### src/rtl/disp_scan_mux.sv
// Self-scanning display multiplexer: holds a tear-free shadow copy of the digit words and
// steps one digit at a time onto a shared digit bus, with anode enables and a frame pulse.
module disp_scan_mux #(
  parameter int NUM_DIGITS    = 8,
  parameter int DATA_W        = 4,
  parameter int PRESCALE      = 100000,
  parameter int AN_ACTIVE_LOW = 1,
  localparam int SEL_W = $clog2(NUM_DIGITS),
  localparam int CNT_W = (PRESCALE > 1) ? $clog2(PRESCALE) : 1
) (
  input  logic                         clk,
  input  logic                         reset,
  input  logic                         en,
  input  logic                         load,
  input  logic [NUM_DIGITS*DATA_W-1:0] d,
  input  logic [NUM_DIGITS-1:0]        blank,
  output logic [DATA_W-1:0]            Y,
  output logic [SEL_W-1:0]             sel,
  output logic [NUM_DIGITS-1:0]        an,
  output logic                         frame_done
);

  logic [CNT_W-1:0]             cnt_r;
  logic [SEL_W-1:0]             sel_r;
  logic                         frame_done_r;
  logic [NUM_DIGITS*DATA_W-1:0] shadow_data_r;
  logic [NUM_DIGITS-1:0]        shadow_blank_r;
  logic [NUM_DIGITS*DATA_W-1:0] pend_data_r;
  logic [NUM_DIGITS-1:0]        pend_blank_r;
  logic                         pend_r;

  logic                         tick_s;
  logic                         wrap_s;
  logic                         xfer_s;
  logic                         cur_blank_s;
  logic [DATA_W-1:0]            cur_data_s;
  logic [NUM_DIGITS-1:0]        an_on_s;

  // Shadow refreshes only at a frame boundary while scanning; when stalled it follows at once.
  always_comb begin
    tick_s = en && (cnt_r == CNT_W'(PRESCALE - 1));
    wrap_s = tick_s && (sel_r == SEL_W'(NUM_DIGITS - 1));
    xfer_s = wrap_s || !en;
  end

  // Prescaler, digit counter and frame pulse.
  always_ff @(posedge clk or posedge reset) begin
    if (reset) begin
      cnt_r        <= {CNT_W{1'b0}};
      sel_r        <= {SEL_W{1'b0}};
      frame_done_r <= 1'b0;
    end else begin
      frame_done_r <= wrap_s;
      if (tick_s) begin
        cnt_r <= {CNT_W{1'b0}};
        sel_r <= wrap_s ? {SEL_W{1'b0}} : sel_r + SEL_W'(1);
      end else if (en) begin
        cnt_r <= cnt_r + CNT_W'(1);
      end
    end
  end

  // Pending capture and shadow transfer; a load on the transfer edge bypasses pending.
  always_ff @(posedge clk or posedge reset) begin
    if (reset) begin
      shadow_data_r  <= {(NUM_DIGITS*DATA_W){1'b0}};
      shadow_blank_r <= {NUM_DIGITS{1'b1}};
      pend_data_r    <= {(NUM_DIGITS*DATA_W){1'b0}};
      pend_blank_r   <= {NUM_DIGITS{1'b0}};
      pend_r         <= 1'b0;
    end else if (xfer_s && load) begin
      shadow_data_r  <= d;
      shadow_blank_r <= blank;
      pend_r         <= 1'b0;
    end else if (xfer_s && pend_r) begin
      shadow_data_r  <= pend_data_r;
      shadow_blank_r <= pend_blank_r;
      pend_r         <= 1'b0;
    end else if (load) begin
      pend_data_r    <= d;
      pend_blank_r   <= blank;
      pend_r         <= 1'b1;
    end
  end

  // Digit bus and anode drive follow the registered select with no added latency.
  always_comb begin
    cur_blank_s = shadow_blank_r[sel_r];
    cur_data_s  = shadow_data_r[int'(sel_r)*DATA_W +: DATA_W];
    an_on_s     = {NUM_DIGITS{1'b0}};
    if (cur_blank_s) begin
      Y = {DATA_W{1'b0}};
    end else begin
      Y = cur_data_s;
    end
    if (en && !cur_blank_s) begin
      an_on_s[sel_r] = 1'b1;
    end else begin
      an_on_s = {NUM_DIGITS{1'b0}};
    end
    if (AN_ACTIVE_LOW != 0) begin
      an = ~an_on_s;
    end else begin
      an = an_on_s;
    end
  end

  assign sel        = sel_r;
  assign frame_done = frame_done_r;

endmodule
### config.mk
export PLATFORM = sky130hd
export DESIGN_NAME = disp_scan_mux
export DESIGN_NICKNAME = d
export VERILOG_FILES = /design/src/rtl/disp_scan_mux.sv
export SDC_FILE = /design/constraint.sdc
export NUM_CORES = 1
export LEC_CHECK = 0
export ABC_AREA = 1
export BUFFER_PORTS_ARGS = -buffer_cell sky130_fd_sc_hd__buf_2
export CAP_MARGIN = 40
export CELL_PAD_IN_SITES_DETAIL_PLACEMENT = 1
export CELL_PAD_IN_SITES_GLOBAL_PLACEMENT = 2
export CORE_MARGIN = 8
export CORE_UTILIZATION = 33
export DETAILED_ROUTE_END_ITERATION = 8
export PLACE_DENSITY_LB_ADDON = 0.1
export SLEW_MARGIN = 20
export SYNTH_ARGS = -nofsm -noshare
export SYNTH_HDL_FRONTEND = slang
export SYNTH_SLANG_ARGS = --single-unit
### constraint.sdc
create_clock -name clk -period 4.2 [get_ports clk]
set_input_delay 1.05 -clock clk [delete_from_list [all_inputs] [get_ports clk]]
set_output_delay 1.05 -clock clk [all_outputs]
set_load 0.01 [all_outputs]
After elaboration in Yosys (flattened, before gate mapping). Index checks and enable logic that the tools add are counted. Widths: inputs -> output; s select.

Add/subtract/negate cells: 2. Magnitude comparators: 2. Equality and inequality tests: 2. Shifts and indexed selects: 1. Muxes and demuxes: 16. Bitwise operators: 3. Reductions and logical operators: 13.

Operator list (count): $mux 32 (2); $mux 17 (2); $shiftx 32x6->4 (1); $mux 8 (3); $add 17x1->17 const B (1); $eq 17x17->1 const B (1); $not 8->8 (1); $logic_and 1x1->1 (6); $mux 1 (5); $lt 3x4->1 const B (1); $mux 4 (1); $reduce_bool 2->1 (2); $add 3x1->3 const B (1); $bmux 1 s3 (1); $demux 1 s3 (1); $eq 3x3->1 const B (1); $ge 3x1->1 const B (1); $mux 3 (1); $reduce_and 3->1 (1); $reduce_bool 3->1 (1); $logic_not 1->1 (2); $not 1->1 (2); $logic_or 1x1->1 (1).

Register bits after elaboration: 102. Input bits: 44. Word-level logic and storage cells: 47.

Depth between registers and ports, before layout.
Depth after elaboration: 7. Gate-level depth with buffers: 13. Gate-level depth less buffers: 11.

Worst setup path after synthesis. Ideal clock, no wire load.

Path type: input to output. From: input port en. To: output port an[0]. Arrival time: 1.459 ns. Data required time: 3.150 ns. Slack: 1.691 ns. Stages: 3. Cells stage by stage: inv_1 nor2_4 nand4_1.

Longest elaborated chain between the ends: 3.

RTL lines: start: declaration (line 13) `input logic en,`; $logic_and 1x1->1 (line 96) `if (en && !cur_blank_s) begin`; $mux 8 (line 96); $not 8->8 (line 102) `an = ~an_on_s;`; end: declaration (line 19) `output logic [NUM_DIGITS-1:0] an,`.

Every way passes these cells.

Worst setup path after layout.
From: register sel_r[1], in the netlist sel[1]. To: output port an[7].

Longest elaborated chain between the ends: 6.

RTL lines: start: declaration (line 24) `logic [SEL_W-1:0] sel_r;`; start signal: assignment (line 50) `sel_r <= {SEL_W{1'b0}};`; start signal: assignment (line 56) `sel_r <= wrap_s ? {SEL_W{1'b0}} : sel_r + SEL_W'(1);`; $lt 3x4->1 (not written as such) (tied with other cells) (line 97) `an_on_s[sel_r] = 1'b1;`; $logic_and 1x1->1 (not written as such) / $mux 1 (equally long branches) (line 97, 88); $mux 1 (not written as such) / $logic_not 1->1 (equally long branches) (line 97, 96); $demux 1 s3 / $logic_and 1x1->1 (equally long branches) (line 97, 96); $mux 8 * (line 96); $not 8->8 * (line 102).

Every way passes the cells marked *; elsewhere a longest branch is shown, timed or not. The select of a mux whose other input is x is not followed.

==> report_table.html <==
<table>
<tr><th>Metric</th><th>Value</th></tr>
<tr><th colspan="2">Critical path</th></tr>
<tr><td>Worst Path Required</td><td>about 3200 ps</td></tr>
<tr><td>Critical path data arrival time</td><td>between 2000 and 3000 ps</td></tr>
<tr><td>Cell breakdown of the critical path</td><td>inv_1, a21oi_1, o21ai_0, nand2_1, nor2_4, nand2_1, buf_2</td></tr>
<tr><td>Crit. End Element</td><td>output pin</td></tr>
<tr><td>Startpoint types</td><td>register</td></tr>
<tr><td>Maximum fanout count along the critical path</td><td>20</td></tr>
<tr><td>Delay contributed by the slowest stage of the critical path</td><td>about 820 ps</td></tr>
<tr><td>Critical path class</td><td>reg -&gt; out</td></tr>
<tr><td>Critical path's most frequent cell</td><td>sky130_fd_sc_hd__nand2_1</td></tr>
<tr><td>Library cell contributing the largest single delay on the critical path</td><td>sky130_fd_sc_hd__dfrtp_1</td></tr>
<tr><th colspan="2">Route</th></tr>
<tr><td>Drt drc</td><td>0</td></tr>
<tr><td>ANT nets after route</td><td>0</td></tr>
<tr><td>Number of DRC violations after detailed-routing iteration 0</td><td>a little over 200</td></tr>
<tr><td>Number of detailed-routing iterations run before antenna repair</td><td>4</td></tr>
<tr><td>Met1 wire length</td><td>7.375 mm</td></tr>
<tr><td>Metal2 WL</td><td>7.602 mm</td></tr>
<tr><td>Highest layer used for signal routing</td><td>met5</td></tr>
<tr><td>Via total after detailed routing</td><td>between 4,000 and 5,000</td></tr>
<tr><td>DR WL met3</td><td>between 400 and 500 microns</td></tr>
<tr><td>Average wire per cell in the routed design</td><td>around 15 microns</td></tr>
<tr><td>Vias per inst</td><td>4.755</td></tr>
<tr><td>Drt total wl</td><td>between 15 and 20 mm</td></tr>
<tr><th colspan="2">Die</th></tr>
<tr><td>Width of the chip</td><td>144.2 microns</td></tr>
<tr><td>Initial core utilization</td><td>between 30% and 40%</td></tr>
<tr><td>Floorplan Core Area</td><td>~0.016 sq mm</td></tr>
<tr><td>Vert. Die Dim</td><td>around 140 microns</td></tr>
<tr><td>Number of primary I/O pins</td><td>60</td></tr>
<tr><td>Num rows</td><td>47</td></tr>
<tr><td>Die footprint</td><td>0.02079 sq mm</td></tr>
<tr><th colspan="2">Run status</th></tr>
<tr><td>Result of the run</td><td>finished clean</td></tr>
<tr><th colspan="2">Timing</th></tr>
<tr><td>Hold slack final</td><td>approximately 470 ps</td></tr>
<tr><td>Largest clock skew in the final design</td><td>approximately 9.1 ps</td></tr>
<tr><td>Max transition margin</td><td>51.07%</td></tr>
<tr><td>Total Negative Setup Slacks</td><td>0 ps</td></tr>
<tr><td>Max-slew violation count</td><td>0</td></tr>
<tr><td>Period utilisation layout</td><td>85.17%</td></tr>
<tr><td>Final Critical Period</td><td>approximately 3600 ps</td></tr>
<tr><td>Transition time at the pin with the least slew margin</td><td>~730 ps</td></tr>
<tr><td>Hold Fails Final Rpt</td><td>0</td></tr>
<tr><td>Setup repair after global routing missed its margin</td><td>no</td></tr>
<tr><td>Maximum clock rate</td><td>roughly 280 MHz</td></tr>
<tr><td># setup viols final</td><td>0</td></tr>
<tr><th colspan="2">Global route</th></tr>
<tr><td>Vias in the first global route</td><td>around 5,300</td></tr>
<tr><td>Number of antenna violations at the first check in global routing</td><td>1</td></tr>
<tr><td>Total global routing track utilization</td><td>16.75%</td></tr>
<tr><td>Global-route wire length before repair</td><td>~27 mm</td></tr>
<tr><td>Congestion Overflow GR</td><td>0</td></tr>
<tr><td>Maximum number of pins on one net before global-route repair</td><td>56</td></tr>
<tr><th colspan="2">CTS</th></tr>
<tr><td>Number of buffers between clock root and the deepest sink</td><td>2</td></tr>
<tr><td>Clock tree root driver cell</td><td>sky130_fd_sc_hd__clkbuf_16</td></tr>
<tr><td>Cts-stage hold buffer count</td><td>0</td></tr>
<tr><td>CTS tree</td><td>yes</td></tr>
<tr><td>Number of CTS-inserted buffers</td><td>9</td></tr>
<tr><td>Deepest level of the CTS H-tree</td><td>3</td></tr>
<tr><td>Post-CTS Resized</td><td>0</td></tr>
<tr><td>Count of buffers added by post-CTS timing repair for setup</td><td>0</td></tr>
<tr><td>Clock sinks</td><td>102</td></tr>
<tr><td>Clock edge transition at the registers on the reported setup and hold paths</td><td>around 70 ps</td></tr>
<tr><td>Clock latency at the later pin of the worst-skew pair</td><td>around 350 ps</td></tr>
<tr><th colspan="2">Power</th></tr>
<tr><td>Largest voltage drop on the vdd net</td><td>just under 200 uV</td></tr>
<tr><td>Power density relative to cell area</td><td>about 420 mW/mm^2</td></tr>
<tr><td>Leakage</td><td>about 3.3 nW</td></tr>
<tr><td>Total Power</td><td>between 2 and 3 mW</td></tr>
<tr><th colspan="2">Min path</th></tr>
<tr><td>Worst hold path type</td><td>reg -&gt; reg</td></tr>
<tr><th colspan="2">Placed design</th></tr>
<tr><td>Placement-stage cell area</td><td>between 0.005 and 0.006 sq mm</td></tr>
<tr><td>Placed Cells</td><td>1,010</td></tr>
<tr><td>RD Place Congestion</td><td>0.8024</td></tr>
<tr><td>Half-perimeter wire length after detailed placement</td><td>10.60 mm</td></tr>
<tr><td>I/O Buffers</td><td>59</td></tr>
<tr><th colspan="2">Cells and area</th></tr>
<tr><td>Number of non-filler instances in the completed layout</td><td>between 1,000 and 1,500</td></tr>
<tr><td>Antenna diode instance count</td><td>0</td></tr>
<tr><td>Synthesis-to-finish area growth</td><td>15.12%</td></tr>
<tr><td>Final-stage net count</td><td>roughly 850</td></tr>
<tr><td>Filler instances</td><td>~2,100</td></tr>
<tr><td>Non-Filler Cell Area, Final</td><td>~0.0062 sq mm</td></tr>
<tr><td>Fraction of layout cells with a size suffix above 1</td><td>~15%</td></tr>
<tr><th colspan="2">Synth</th></tr>
<tr><td>Post-Syn Area per Cell</td><td>about 7.1 sq um</td></tr>
<tr><td>Proportion of synthesized chip area in sequential cells</td><td>approximately 47%</td></tr>
<tr><td>Cell area after technology mapping</td><td>between 0.005 and 0.006 sq mm</td></tr>
<tr><td>Total of flip-flops plus latches after synthesis</td><td>about 100</td></tr>
<tr><td>Synthesis Warnings</td><td>0</td></tr>
<tr><td>Post-Synthesis Cells</td><td>approximately 760</td></tr>
<tr><td>Post-Syn Nets</td><td>around 800</td></tr>
<tr><td>Unique masters post-synth</td><td>28</td></tr>
<tr><th colspan="2">Flow run</th></tr>
<tr><td>Max-cap check violation count</td><td>0</td></tr>
</table>
## flip-flops by register name (all words and copies together), names as in the netlist
signal and cells:
sel 3, pend_data_r 32, pend_r 1, cnt_r 17, frame_done 1, shadow_blank_r 8, pend_blank_r 8, shadow_data_r 32
## synthesized netlist by cell type
cell                        instances  area [sq um]
sky130_fd_sc_hd__a21oi_1           23         115.1
sky130_fd_sc_hd__a2bb2oi_1          1         8.760
sky130_fd_sc_hd__a31oi_1            2         12.51
sky130_fd_sc_hd__and3_1             1         6.260
sky130_fd_sc_hd__buf_1              4         15.01
sky130_fd_sc_hd__buf_2             16         80.08
sky130_fd_sc_hd__buf_6              3         33.78
sky130_fd_sc_hd__clkbuf_1          17         63.81
sky130_fd_sc_hd__clkinv_1           1         3.750
sky130_fd_sc_hd__dfrtp_1           94          2352
sky130_fd_sc_hd__dfstp_2            8         210.2
sky130_fd_sc_hd__ha_1               3         37.54
sky130_fd_sc_hd__inv_1             68         255.2
sky130_fd_sc_hd__inv_2              2         7.510
sky130_fd_sc_hd__nand2_1          302          1134
sky130_fd_sc_hd__nand2_2            3         18.77
sky130_fd_sc_hd__nand3_1           55         275.3
sky130_fd_sc_hd__nand3_2            1         10.01
sky130_fd_sc_hd__nand4_1           22         137.6
sky130_fd_sc_hd__nor2_1            79         296.5
sky130_fd_sc_hd__nor2_2            21         131.4
sky130_fd_sc_hd__nor2_4             1         11.26
sky130_fd_sc_hd__nor3_1             8         40.04
sky130_fd_sc_hd__nor4_1             2         12.51
sky130_fd_sc_hd__o21ai_0           17         85.08
sky130_fd_sc_hd__or2_2              1         6.260
sky130_fd_sc_hd__xnor2_1            1         8.760
sky130_fd_sc_hd__xor2_1             6         52.55
## placed cells by master, fill, tap and decap left out
cell                         Yosys  layout
sky130_fd_sc_hd__nand2_1       302     302
sky130_fd_sc_hd__dfrtp_1        94      94
sky130_fd_sc_hd__nor2_1         79      79
sky130_fd_sc_hd__inv_1          68      67
sky130_fd_sc_hd__buf_2          16      59
sky130_fd_sc_hd__nand3_1        55      55
sky130_fd_sc_hd__a21oi_1        23      23
sky130_fd_sc_hd__nand4_1        22      22
sky130_fd_sc_hd__nor2_2         21      21
sky130_fd_sc_hd__o21ai_0        17      17
sky130_fd_sc_hd__clkbuf_16       0       9
sky130_fd_sc_hd__nor3_1          8       8
sky130_fd_sc_hd__dfstp_2         8       8
sky130_fd_sc_hd__xor2_1          6       6
sky130_fd_sc_hd__buf_4           0       6
sky130_fd_sc_hd__ha_1            3       3
sky130_fd_sc_hd__inv_2           2       2
sky130_fd_sc_hd__nand2_2         3       2
sky130_fd_sc_hd__nor4_1          2       2
sky130_fd_sc_hd__a31oi_1         2       2
sky130_fd_sc_hd__clkbuf_8        0       2
sky130_fd_sc_hd__bufinv_16       0       2
sky130_fd_sc_hd__buf_12          0       2
sky130_fd_sc_hd__nand3_2         1       1
sky130_fd_sc_hd__a2bb2oi_1       1       1
sky130_fd_sc_hd__clkinv_1        1       1
sky130_fd_sc_hd__nand2_4         0       1
sky130_fd_sc_hd__nor2_4          1       1
sky130_fd_sc_hd__inv_4           0       1
sky130_fd_sc_hd__and3_1          1       1
sky130_fd_sc_hd__or2_2           1       1
sky130_fd_sc_hd__xnor2_1         1       1
sky130_fd_sc_hd__clkinvlp_4      0       1
sky130_fd_sc_hd__clkinv_4        0       1
sky130_fd_sc_hd__clkinv_2        0       1
sky130_fd_sc_hd__buf_8           0       1
## critical path: cells and delay by family (launching register included)
family	cells	cell delay (ps)
AND/OR/NAND/NOR	3	480
AO/OA/AOI/OAI	2	310
flip-flops	1	820
buffers and inverters	2	560
## power breakdown
group | internal [mW] | leakage [nW] | switching, mW
registers | 1.14 | 1.25 | 0.117
clock network | 0.556 | 0.162 | 0.390
logic | 0.163 | 1.93 | 0.279
## layer usage
metal / up-vias / global-route usage (%)
met4: 2 / 4.765
met3: 16 / 3.433
li1: 2431 / -
met1: 2376 / 21.07
met2: 54 / 28.46
met5: - / 0
## layout make-up
cell class | instances | area (sq um) | area share [%]
Clock buffer | 11 | 252.7 | 4.050
Clock inverter | 5 | 81.33 | 1.303
Timing Repair Buffer | 68 | 395.4 | 6.335
Inverter | 71 | 269.0 | 4.310
Tap cell | 220 | 275.3 | 4.411
Multi-Input combinational cell | 549 | 2405 | 38.53
Sequential cell | 102 | 2562 | 41.06
## worst paths after layout
kind / from / to / slack (ps) / cells past startpoint
max reg2reg: sel[1] / shadow_data_r[15] / 1350 / 10
min reg2reg: shadow_blank_r[7] / shadow_blank_r[7] / 470 / 2
min in group asynchronous: reset / cnt_r[0] / 790 / 2
max in group asynchronous: reset / shadow_blank_r[7] / 2610 / 3
max: sel[1] / an[7] / 620 / 7
min: shadow_blank_r[7] / shadow_blank_r[7] / 470 / 2
## kinds of logic after synthesis
logic type,Yosys count,synth area share [%]
simple gates,496,38.36
buf+inv,111,8.470
flops,102,47.27
compound gates,43,4.085
xor+xnor,7,1.131
fa+ha+maj,3,0.6924
## per-stage QoR
step,utilization [%],setup WS (ps)
floorplan,-,487.8
detailed placement,36.13,951.4
global route,38.18,348.2
CTS,38.18,559.2
finish,38.18,622.8
global placement,35.92,971.3
Note: power is estimated with default switching activity, not from simulation.
